$ cat src/rtl/afe_command_sequencer.sv
// Walks a command ROM and plays every opcode-1 entry out as a 20-bit SPI mode-0 frame.
// The list ends on opcode 0 (DONE), on an illegal opcode (ERROR) or after address 255.
module afe_command_sequencer #(
    parameter int unsigned CLK_DIV = 4,
    parameter int unsigned CS_GAP  = 8
) (
    input  logic        clk,
    input  logic        reset,
    input  logic        start,
    output logic [7:0]  rom_address,
    input  logic [23:0] rom_command,
    output logic        spi_sclk,
    output logic        spi_mosi,
    output logic        spi_cs_n,
    output logic        busy,
    output logic        done,
    output logic        error,
    output logic [7:0]  cmd_count
);

    typedef enum logic [2:0] {
        IDLE   = 3'd0,
        FETCH  = 3'd1,
        DECODE = 3'd2,
        SHIFT  = 3'd3,
        GAP    = 3'd4,
        DONE   = 3'd5,
        ERROR  = 3'd6
    } state_t;

    localparam logic [7:0] DIV_LAST     = 8'(CLK_DIV - 1);
    localparam logic [7:0] GAP_LAST     = 8'(CS_GAP - 1);
    // Half-phase index: even = sclk low, odd = sclk high, 40 = trailing low before cs_n rises
    localparam logic [5:0] PH_LAST      = 6'd40;
    localparam logic [5:0] PH_LAST_HIGH = 6'd39;

    state_t      state;
    state_t      state_nxt;
    logic [7:0]  div_cnt;
    logic [5:0]  ph_cnt;
    logic [7:0]  gap_cnt;
    logic [18:0] shift_sr;
    logic        div_last;
    logic        gap_last;
    logic        frame_end;

    function automatic logic [7:0] sat_inc(input logic [7:0] v);
        return (v == 8'hFF) ? v : v + 8'd1;
    endfunction

    assign div_last  = (div_cnt == DIV_LAST);
    assign gap_last  = (gap_cnt == GAP_LAST);
    assign frame_end = div_last && (ph_cnt == PH_LAST);

    always_ff @(posedge clk or posedge reset) begin
        if (reset)
            state <= IDLE;
        else
            state <= state_nxt;
    end

    always_comb begin
        state_nxt = state;
        case (state)
            IDLE, DONE, ERROR: begin
                if (start)
                    state_nxt = FETCH;
            end
            FETCH: state_nxt = DECODE;
            DECODE: begin
                case (rom_command[23:20])
                    4'h1:    state_nxt = SHIFT;
                    4'h0:    state_nxt = DONE;
                    default: state_nxt = ERROR;
                endcase
            end
            SHIFT: begin
                if (frame_end)
                    state_nxt = GAP;
            end
            GAP: begin
                if (gap_last)
                    state_nxt = (rom_address == 8'hFF) ? DONE : FETCH;
            end
            default: state_nxt = IDLE;
        endcase
    end

    always_comb begin
        busy  = 1'b0;
        done  = 1'b0;
        error = 1'b0;
        case (state)
            IDLE:    ;
            DONE:    done  = 1'b1;
            ERROR:   error = 1'b1;
            default: busy  = 1'b1;
        endcase
    end

    // Control, counters and the SPI pins; the pins are registered so they never glitch
    always_ff @(posedge clk or posedge reset) begin
        if (reset) begin
            rom_address <= 8'd0;
            cmd_count   <= 8'd0;
            spi_sclk    <= 1'b0;
            spi_mosi    <= 1'b0;
            spi_cs_n    <= 1'b1;
            div_cnt     <= 8'd0;
            ph_cnt      <= 6'd0;
            gap_cnt     <= 8'd0;
        end else begin
            case (state)
                IDLE, DONE, ERROR: begin
                    if (start) begin
                        rom_address <= 8'd0;
                        cmd_count   <= 8'd0;
                    end
                end
                DECODE: begin
                    if (rom_command[23:20] == 4'h1) begin
                        spi_cs_n <= 1'b0;
                        spi_sclk <= 1'b0;
                        spi_mosi <= rom_command[19];
                        div_cnt  <= 8'd0;
                        ph_cnt   <= 6'd0;
                    end
                end
                SHIFT: begin
                    if (div_last) begin
                        div_cnt <= 8'd0;
                        ph_cnt  <= ph_cnt + 6'd1;
                        if (ph_cnt == PH_LAST) begin
                            spi_cs_n  <= 1'b1;
                            spi_mosi  <= 1'b0;
                            cmd_count <= sat_inc(cmd_count);
                            gap_cnt   <= 8'd0;
                        end else if (!ph_cnt[0]) begin
                            spi_sclk <= 1'b1;
                        end else begin
                            spi_sclk <= 1'b0;
                            if (ph_cnt != PH_LAST_HIGH)
                                spi_mosi <= shift_sr[18];
                        end
                    end else begin
                        div_cnt <= div_cnt + 8'd1;
                    end
                end
                GAP: begin
                    if (gap_last) begin
                        if (rom_address != 8'hFF)
                            rom_address <= rom_address + 8'd1;
                    end else begin
                        gap_cnt <= gap_cnt + 8'd1;
                    end
                end
                default: ;
            endcase
        end
    end

    // Remaining payload bits after bit 19 has gone straight to spi_mosi
    always_ff @(posedge clk) begin
        if (state == DECODE)
            shift_sr <= rom_command[18:0];
        else if (state == SHIFT && div_last && ph_cnt[0])
            shift_sr <= {shift_sr[17:0], 1'b0};
    end

endmodule

$ cat config.mk
export PLATFORM = sky130hd
export DESIGN_NAME = afe_command_sequencer
export DESIGN_NICKNAME = d
export VERILOG_FILES = /design/src/rtl/afe_command_sequencer.sv
export SDC_FILE = /design/constraint.sdc
export NUM_CORES = 1
export LEC_CHECK = 0
export ABC_CLOCK_PERIOD_IN_PS = 4200
export CORE_MARGIN = 2
export CORE_UTILIZATION = 40
export CTS_BUF_LIST = sky130_fd_sc_hd__clkbuf_16
export DETAILED_ROUTE_END_ITERATION = 12
export PLACE_DENSITY_LB_ADDON = 0.3
export SYNTH_ARGS = -nofsm -noshare
export SYNTH_HDL_FRONTEND = slang
export SYNTH_SLANG_ARGS = --single-unit
$ cat constraint.sdc
create_clock -name clk -period 4.2 [get_ports clk]
set_input_delay 0.84 -clock clk [delete_from_list [all_inputs] [get_ports clk]]
set_output_delay 0.84 -clock clk [all_outputs]
set_load 0.1 [all_outputs]
* Word-level counts from Yosys, hierarchy flattened *
Index checks and enable logic that the tools add are counted.

word-level totals
  register bits = 63
  input port bits = 27
  output and inout bits = 22
  logic and storage cells = 104

cells by class
  $add $sub $neg = 5
  eq/ne operators = 26
  multiplexer cells = 43
  reduce and logical (&&, ||, !) cells = 20

operator list
  kind                                            number
  two-way mux 8 bit                               11
  case mux 8 bit (2 select lines)                 4
  two-way mux 19 bit                              2
  adder 8 x 1 -> 8 bit (second input constant)    4
  != test 2 bit (second input constant)           9
  == test 8 bit (second input constant)           2
  AND reduction 4 bit                             4
  case mux 3 bit (5 select lines)                 1
  two-way mux 1 bit                               14
  two-way mux 3 bit                               4
  two-way mux 6 bit                               2
  case mux 6 bit (2 select lines)                 1
  AND reduction 5 bit                             2
  nonzero test 2 bit                              5
  == test 3 bit (second input constant)           3
  == test 8 x 2 -> 1 bit (second input constant)  1
  == test 8 x 3 -> 1 bit (second input constant)  1
  != test 8 bit (second input constant)           1
  adder 6 x 1 -> 6 bit (second input constant)    1
  == test 3 x 2 -> 1 bit (second input constant)  2
  == test 6 bit (second input constant)           1
  != test 3 bit (second input constant)           2
  != test 6 bit (second input constant)           1
  case mux 1 bit (2 select lines)                 3
  10 further kinds                                13

* Longest topological paths before layout *
Gate-level depths: netlist of run 1.

  depth after elaboration = 6
  depth in mapped cells = 8
  gate-level depth less buffers = 7

* Least setup slack after synthesis of run 1 *
Ideal clock, no wire load.

  path type = flip-flop to output port
  start = register state[1]
  end = output port error
  arrival time = 2,701 ps
  setup slack = 659 ps
  cell stages (with the launch flop) = 4
  path buffers = 1
  path through = dfrtp_1 > clkbuf_1 > inv_1 > nor3_1

on the way
  cells in the longest elaborated chain, start to end = 2

ends and longest elaborated chain
  item                      line  source
  start: declaration        37    state_t state;
  start signal: assignment  59    state <= state_nxt;
  == test 3 bit             93    case (state)
  two-way mux 1 bit         93
  end: declaration          17    output logic error,

No other way between the ends.

* Worst setup path after layout of run 1 *
  start = register state[2]
  end = output port error

The elaborated chain is that of the path after synthesis.

==> qor.csv, run 1 <==
metric;value;unit
Pins Over Slew Limit;0;
Adder-Cell Fraction of Synth Area;0.0227;
RSZ-0062 raised after global routing;false;
Hold Crit Class;reg -> reg;
Slew Limit Headroom;0.322;
post-CTS sizing;0;
clk sinks;63;
Core Region;8090;sq um
Seq/Total Area, Yosys;0.506;
Gate Count Post-Synth;321;
Setup Fix Bufs, Post-CTS;0;
vias in the first global route;2553;
I/O pins;49;
final instance area;4210;sq um
Commonest cells post-synth;dfrtp_1 (43), o21ai_0 (34), nand2_1 (27);
Post-Syn Area per Cell;10.3;sq um
final setup violation count;0;
final hold vios;0;
Port Buffer Count;48;
post-synth top area share;0.326;
final instance count without filler cells;484;
Peak Freq;0.310;GHz
final wirelength;7190;um
vias per inst;5.48;
setup_tns;0;ps
WL met2;3270;um
Critical Path RT;3360;ps
Hold Buf Count CTS;0;
Total GRT Usage;0.172;
Synth Area in Compound Gates;0.165;
Async SR Flop Fraction;0.698;
Worst path top cell family by delay;buffers and inverters;
ANT cells;0;
Bufs and invs on worst path;2;
crit-path max cell delay;1170;ps
number of library cell types mapped by synthesis;57;
die area;9000;sq um
largest net degree at the start of global routing;27;
H-tree Lvls;3;
Final nets;407;
final period demand of the worst path;3230;ps
drt wl/cell;14.9;um
yosys warns;0;
critical-path cell list;inv_1 > nor3_1 > clkdlybuf4s50_1;
slowest CP cell;clkdlybuf4s50_1;
Area Overhead vs Synth;27.5;%
Startpoint Class;flip-flop;
maximum clock insertion buffer count;2;
filler instances;751;
gr ovfl total;0;
largest cells by area after synthesis;dfrtp_1 (33%), edfxtp_1 (17%), mux2_2 (6.8%);
Via Count;2652;
DRT antenna net count;0;
largest family of logic cells by synthesized area;simple AND/OR/NAND/NOR gates;
clock skew;5.82;ps
Die Ht;94.9;um
final period utilization;0.769;
DR DRC count;0;
initial drt markers;164;
Reg clk slew, reported paths;50;ps
MaxCap Viol Count;0;
1st-pass router iterations;4;
initial antenna violation count;0;
WL met1;3420;um
Cell Area, Synth;3300;sq um
mux contribution to synthesized area;0.0682;
P_leak;1.67;nW
Placement Cell Area;3900;sq um
ys flop type;dfrtp_1;
status;complete, no violations;
min setup slack post-route;972;ps
P per Cell Area;624;nW/um^2
Post-DP HPWL;4990;um
worst-margin pin slew;1020;ps
Row Count;33;
cell with the most instances after synthesis;dfrtp_1;
Yosys top cell by area;dfrtp_1;
Synthesized Nets;354;
Die X;94.9;um
Inst Count DP;468;
fraction of layout cells with a size suffix above 1;0.148;
gpl congestion;0.863;
Worst Setup End Kind;output port;
simple-gate portion of the synthesized area;0.200;
later-pin clock latency in the skew report;330;ps
VDD IR max;0.409;mV
Setup Crit Path Kind;reg -> out;
CTS root buffer;clkbuf_16;
Post-synth EDFFs;19;
CTS Buf Count;9;
Yosys reg bits;63;
critical path arrival;2390;ps
CTS tree;built;
Initial Util;0.408;
xor and xnor area share after synthesis;0.0106;
first-pass GRT wire length;12000;um
worst reg-to-reg setup slack;1760;ps
routed wl met3;382;um
Top Layer Used;met4;
pre-CTS setup slack;1340;ps
Critical Path Fanout Max;11;
-- kinds of logic after synthesis --
group / Yosys count
XOR/XNOR: 4
adder cells (fa/ha/maj): 6
AO/OA/AOI/OAI: 91
AND/OR/NAND/NOR: 116
flip-flops: 63
multiplexers: 20
buffers and inverters: 21
-- path summary, 6_finish.rpt --
kind / start / end / cells past startpoint
worst max-delay path: state[2] / error / 3
worst min-delay path: gap_cnt[7] / gap_cnt[7] / 1
worst min register to register: gap_cnt[7] / gap_cnt[7] / 1
min in group asynchronous: reset / cmd_count[7] / 2
worst max register to register: state[0] / shift_sr[18] / 4
max in group asynchronous: reset / state[1] / 3
-- stage by stage --
stage          power [mW]  hold WS [ps]  utilization
2_1_floorplan        1.63           434            -
3_3_place_gp         1.84           457        0.482
3_5_place_dp         1.86           464        0.482
4_1_cts              2.65           475        0.521
5_1_grt              2.78           507        0.521
6_report             2.63           466        0.521
-- flip-flops by register name, summed over array words and instances, names as in the netlist --
register and count:
cmd_count 8, div_cnt 8, gap_cnt 8, ph_cnt 6, rom_address 8, shift_sr 19, spi_cs_n 1, spi_mosi 1
spi_sclk 1, state 3
-- report_power, final --
part / total [mW] / leakage, nW / internal (mW) / switching (mW)
logic: 0.908 / 0.762 / 0.321 / 0.587
clock network: 0.776 / 0.157 / 0.514 / 0.262
registers: 0.945 / 0.755 / 0.798 / 0.147
-- layout make-up --
cell class	instances	area, sq um	share of cell area
Sequential cell	63	1670	0.397
Multi-Input combinational cell	237	1550	0.367
Timing Repair Buffer	52	508	0.121
Clock buffer	9	225	0.0535
Tap cell	105	131	0.0312
Clock inverter	7	87.6	0.0208
Inverter	11	41.3	0.00980
-- cells in the final DEF (no fill, tap or decap), drive strengths merged, types with 3 or more instances in the layout --
master	netlist	routed
a21oi	12	12
o211ai	3	3
dfrtp	43	43
clkdlybuf4s50	0	47
nor3	8	8
o31ai	3	3
inv	11	11
and2	3	3
o21ai	49	49
and3	11	11
nand4	8	8
clkbuf	6	9
o21a	3	3
clkinv	0	5
edfxtp	19	19
a31oi	6	6
mux2	20	20
ha	6	6
nand3	15	15
nand2	27	27
a22o	3	3
or3	3	3
nor2	22	22
xor2	3	3
buf	4	5
-- layer usage --
metal | vias up | GRT usage
li1 | 1310 | -
met1 | 1268 | 0.234
met2 | 65 | 0.262
met3 | 9 | 0.0495
met4 | 0 | 0.0640
met5 | - | 0
Power figures use the tool's default switching activity.
==> run 2: changes to the inputs <==
--- a/config.mk
+++ b/config.mk
@@ -5,7 +5,7 @@
 export SDC_FILE = /design/constraint.sdc
 export NUM_CORES = 1
 export LEC_CHECK = 0
-export ABC_CLOCK_PERIOD_IN_PS = 4200
+export ABC_CLOCK_PERIOD_IN_PS = 3100
 export CORE_MARGIN = 2
 export CORE_UTILIZATION = 40
 export CTS_BUF_LIST = sky130_fd_sc_hd__clkbuf_16
==> constraint.sdc (replaced) <==
create_clock -name clk -period 3.1 [get_ports clk]
set_input_delay 0.62 -clock clk [delete_from_list [all_inputs] [get_ports clk]]
set_output_delay 0.62 -clock clk [all_outputs]
set_load 0.1 [all_outputs]
==> run 2 against run 1 <==
Against the previous run:
- count of clock-buffer cells in the layout unchanged
- sequential power rose by 35%
- global-route usage is 0.11 points lower
- register-to-register slack got worse by 1100 ps
- clock skew barely moved
- worst setup slack worse by 270 ps
- sequential cell count stayed put
- utilization is 0.22 points higher
- critical path type is now reg -> reg
- via count increased by 1.1%
- combinational power rose by 37%
- first-iteration DRC count shrank 24%
==> qor.csv, run 2 (synthesis results as in run 1) <==
metric;value;unit
worst-margin pin slew;673;ps
Peak Freq;0.417;GHz
max reg flops;19;
Tot Pwr;3.77;mW
Min-Delay Endpoint;gap_cnt[7];
fraction of layout cells with a size suffix above 1;0.211;
CTS Buf Count;9;
clock skew;5.93;ps
hold_sp;gap_cnt[7];
Row Count;33;
critical path arrival;2400;ps
Post-DP HPWL;4870;um
final setup violation count;0;
gpl congestion;0.791;
final period utilization;0.773;
FF-to-FF path depth;5;
Hold Crit Class;reg -> reg;
initial antenna violation count;0;
later-pin clock latency in the skew report;330;ps
ANT cells;0;
largest net degree at the start of global routing;45;
Area Overhead vs Synth;28.0;%
first-pass GRT wire length;11900;um
Die X;94.9;um
Startpoint Class;flip-flop;
maximum clock insertion buffer count;2;
worst reg-to-reg setup slack;700;ps
Slew Limit Headroom;0.552;
largest register by flop count;shift_sr;
post-CTS sizing;0;
Setup Fix Bufs, Post-CTS;0;
final hold vios;0;
vias per inst;5.53;
gr ovfl total;0;
Hold Buf Count CTS;0;
Critical Path RT;3110;ps
initial drt markers;124;
Initial Util;0.408;
clk sinks;63;
status;complete, no violations;
hold path depth;1;
DR DRC count;0;
Worst Setup End Kind;flip-flop;
CTS root buffer;clkbuf_16;
commonest non-fill, non-tap cell in the layout;dfrtp_1;
P per Cell Area;891;nW/um^2
DRT antenna net count;0;
Die Ht;94.9;um
startpoint of the worst register-to-register path;div_cnt[0];
drt wl/cell;15.0;um
Critical Path Fanout Max;19;
CTS tree;built;
Fin Hold WS;492;ps
P_leak;1.74;nW
1st-pass router iterations;4;
setup_tns;0;ps
R2R Path End;shift_sr[18];
Port Buffer Count;48;
Setup Crit Path Kind;reg -> reg;
Via Count;2680;
Final nets;408;
MaxCap Viol Count;0;
vias in the first global route;2478;
RSZ-0062 raised after global routing;false;
final wirelength;7280;um
final period demand of the worst path;2400;ps
Reg clk slew, reported paths;60;ps
commonest non-fill, non-tap cells in the layout;dfrtp_1 (43), o21ai_0 (33), nand2_1 (27), buf_4 (27), clkdlybuf4s50_1 (26);
Pins Over Slew Limit;0;
H-tree Lvls;3;
I/O pins;49;
Core Region;8090;sq um
die area;9000;sq um
Total GRT Usage;0.171;
VDD IR max;0.518;mV
==> run 2: worst max-delay path, cell delays in order, from the launching register on <==
cell and delay (ps):
dfrtp_1 400, ha_1 220, or4b_4 540, or3_4 480, o21ai_1 140, buf_4 290
==> run 2: final cells by class <==
| type | instances | area (sq um) |
|---|---|---|
| Clock buffer | 9 | 225 |
| Clock inverter | 7 | 145 |
| Fill cell | 744 | 3860 |
| Inverter | 11 | 41.3 |
| Multi-Input combinational cell | 237 | 1550 |
| Sequential cell | 63 | 1670 |
| Tap cell | 105 | 131 |
| Timing Repair Buffer | 53 | 463 |
==> run 2: where the power goes <==
group	internal, mW	switching (mW)
registers	1.08	0.200
logic	0.435	0.806
clock network	0.869	0.380
==> run 2: worst max path at each step <==
stage,start,end,slack (ps),depth (start not counted)
2_1_floorplan,div_cnt[0],shift_sr[0],170,5
4_1_cts,div_cnt[0],shift_sr[17],710,5
6_report,div_cnt[0],shift_sr[18],700,5
3_3_place_gp,rom_command[21],spi_mosi,660,6
3_5_place_dp,rom_command[21],spi_mosi,620,6
5_1_grt,gap_cnt[1],rom_address[5],600,6
==> run 2: per-stage QoR <==
stage,setup WS (ps),util,instance area (sq um),instances
detailed placement,625,0.477,3860,469
CTS,712,0.523,4230,485
global route,595,0.523,4230,485
floorplan,168,-,3310,321
global placement,660,0.477,3860,469
finish,704,0.523,4230,485
==> run 2: metal layers <==
metal / vias to the layer above / wire length [um] / global-route usage
met5: - / 0 / 0
met4: 0 / 96 / 0.0676
met3: 9 / 362 / 0.0415
met2: 73 / 3270 / 0.258
met1: 1282 / 3540 / 0.238
li1: 1316 / - / -
==> run 3: changes to the inputs <==
--- a/config.mk
+++ b/config.mk
@@ -5,7 +5,7 @@
 export SDC_FILE = /design/constraint.sdc
 export NUM_CORES = 1
 export LEC_CHECK = 0
-export ABC_CLOCK_PERIOD_IN_PS = 3100
+export ABC_CLOCK_PERIOD_IN_PS = 2400
 export CORE_MARGIN = 2
 export CORE_UTILIZATION = 40
 export CTS_BUF_LIST = sky130_fd_sc_hd__clkbuf_16
==> constraint.sdc (replaced) <==
create_clock -name clk -period 2.4 [get_ports clk]
set_input_delay 0.48 -clock clk [delete_from_list [all_inputs] [get_ports clk]]
set_output_delay 0.48 -clock clk [all_outputs]
set_load 0.1 [all_outputs]
==> run 3 against run 2 <==
Against the previous run:
- register-to-register slack got worse by 590 ps
- total power rose by 26%
- design area rose by 2.0%
- via count rose by 2.5%
- largest power group is now combinational cells
- highest routed layer unchanged
- clock skew barely moved
- critical endpoint is now shift_sr[11]
- die area did not move
==> qor.csv, run 3 (synthesis results as in run 1) <==
metric;value;unit
DRT antenna net count;0;
gr ovfl total;0;
Pins Over Slew Limit;0;
vias per inst;5.56;
Peak Freq;0.438;GHz
RSZ-0062 raised after global routing;false;
final hold vios;0;
worst-margin pin slew;584;ps
MaxCap Viol Count;0;
later-pin clock latency in the skew report;320;ps
pre-CTS setup slack;120;ps
Setup Crit Path Kind;reg -> reg;
register share of total power;0.345;
critical-path cell list;ha_1 > or4b_4 > or3_4 > o21ai_4 > buf_12;
min setup slack post-route;115;ps
clk sinks;63;
final period demand of the worst path;2290;ps
crit-path max cell delay;530;ps
largest net degree at the start of global routing;31;
DR DRC count;0;
NetSw;1.76;mW
sw frac;0.371;
commonest non-fill, non-tap cell in the layout;dfrtp_1;
maximum clock insertion buffer count;2;
Final nets;417;
final period utilization;0.952;
gpl congestion;0.897;
final setup violation count;0;
1st-pass router iterations;4;
ANT cells;0;
Reg clk slew, reported paths;50;ps
Via Count;2747;
Initial Util;0.408;
final wirelength;7220;um
max reg flops;19;
Hold Buf Count CTS;0;
initial antenna violation count;0;
Tot Pwr;4.74;mW
vias in the first global route;2648;
I/O pins;49;
Port Buffer Count;48;
Die X;94.9;um
Logic pwr share;0.372;
Row Count;33;
Area Overhead vs Synth;30.6;%
Setup Fix Bufs, Post-CTS;0;
Pint;2.98;mW
clock power share;0.283;
setup_tns;0;ps
Slew Limit Headroom;0.608;
post-CTS sizing;0;
largest register by flop count;shift_sr;
VDD IR max;0.388;mV
slowest CP cell;or4b_4;
Critical Path RT;2430;ps
status;complete, no violations;
Total GRT Usage;0.176;
initial drt markers;116;
clock skew;5.47;ps
Worst Setup End Kind;flip-flop;
Startpoint Class;flip-flop;
CTS tree;built;
Core Region;8090;sq um
critical path arrival;2320;ps
CTS root buffer;clkbuf_16;
drt wl/cell;14.6;um
fraction of layout cells with a size suffix above 1;0.226;
Critical Path Fanout Max;19;
Final Core Density;0.533;
CTS Buf Count;9;
P_leak;1.79;nW
P per Cell Area;1100;nW/um^2
Hold Crit Class;in -> async;
H-tree Lvls;3;
commonest non-fill, non-tap cells in the layout;dfrtp_1 (43), o21ai_0 (33), buf_4 (31);
die area;9000;sq um
Post-DP HPWL;5140;um
Die Ht;94.9;um
first-pass GRT wire length;12400;um
[run 3: power groups by stage]
stage               registers [mW]  clock network [mW]  logic, mW
global route                  1.68                1.41       1.92
finish                        1.64                1.34       1.76
CTS                           1.64                1.36       1.77
floorplan                     1.69                   0       1.18
detailed placement            1.65                   0       1.75
global placement              1.64                   0       1.72
[run 3: final timing paths]
| check | from | end | slack (ps) | depth (start not counted) |
|---|---|---|---|---|
| max in group asynchronous | reset | spi_cs_n | 1370 | 3 |
| worst min register to register | gap_cnt[7] | gap_cnt[7] | 470 | 1 |
| worst max register to register | div_cnt[0] | shift_sr[11] | 110 | 5 |
| worst min-delay path | reset | rom_address[4] | 460 | 2 |
| min in group clk | gap_cnt[7] | gap_cnt[7] | 470 | 1 |
| worst max-delay path | div_cnt[0] | shift_sr[11] | 110 | 5 |
[run 3: metrics by stage]
step                instances  cell area (sq um)  hold slack [ps]
floorplan                 321               3320              434
global placement          478               4000              460
detailed placement        478               4000              462
CTS                       494               4310              473
global route              494               4310              495
finish                    494               4310              462
[run 3: metal layers]
layer / wire, um / track usage
met5: 0 / 0
met4: 94 / 0.0700
met3: 340 / 0.0383
met2: 3400 / 0.285
met1: 3390 / 0.230
[run 3: cell type report]
cell class              instances  area, sq um
multi-input cells             237         1570
flip-flops and latches         63         1670
repair buffers                 62          593
clock buffers                   9          225
inverters                      11         41.3
fillers                       778         3780
clock inverters                 7         81.3
well taps                     105          131
[run 3: worst max-delay path, delay by kind of cell, from the launching register on]
kind,cells,cell delay [ps]
flip-flops,1,390
AO/OA/AOI/OAI,1,180
AND/OR/NAND/NOR,2,1020
buffers and inverters,1,180
adder cells (fa/ha/maj),1,210
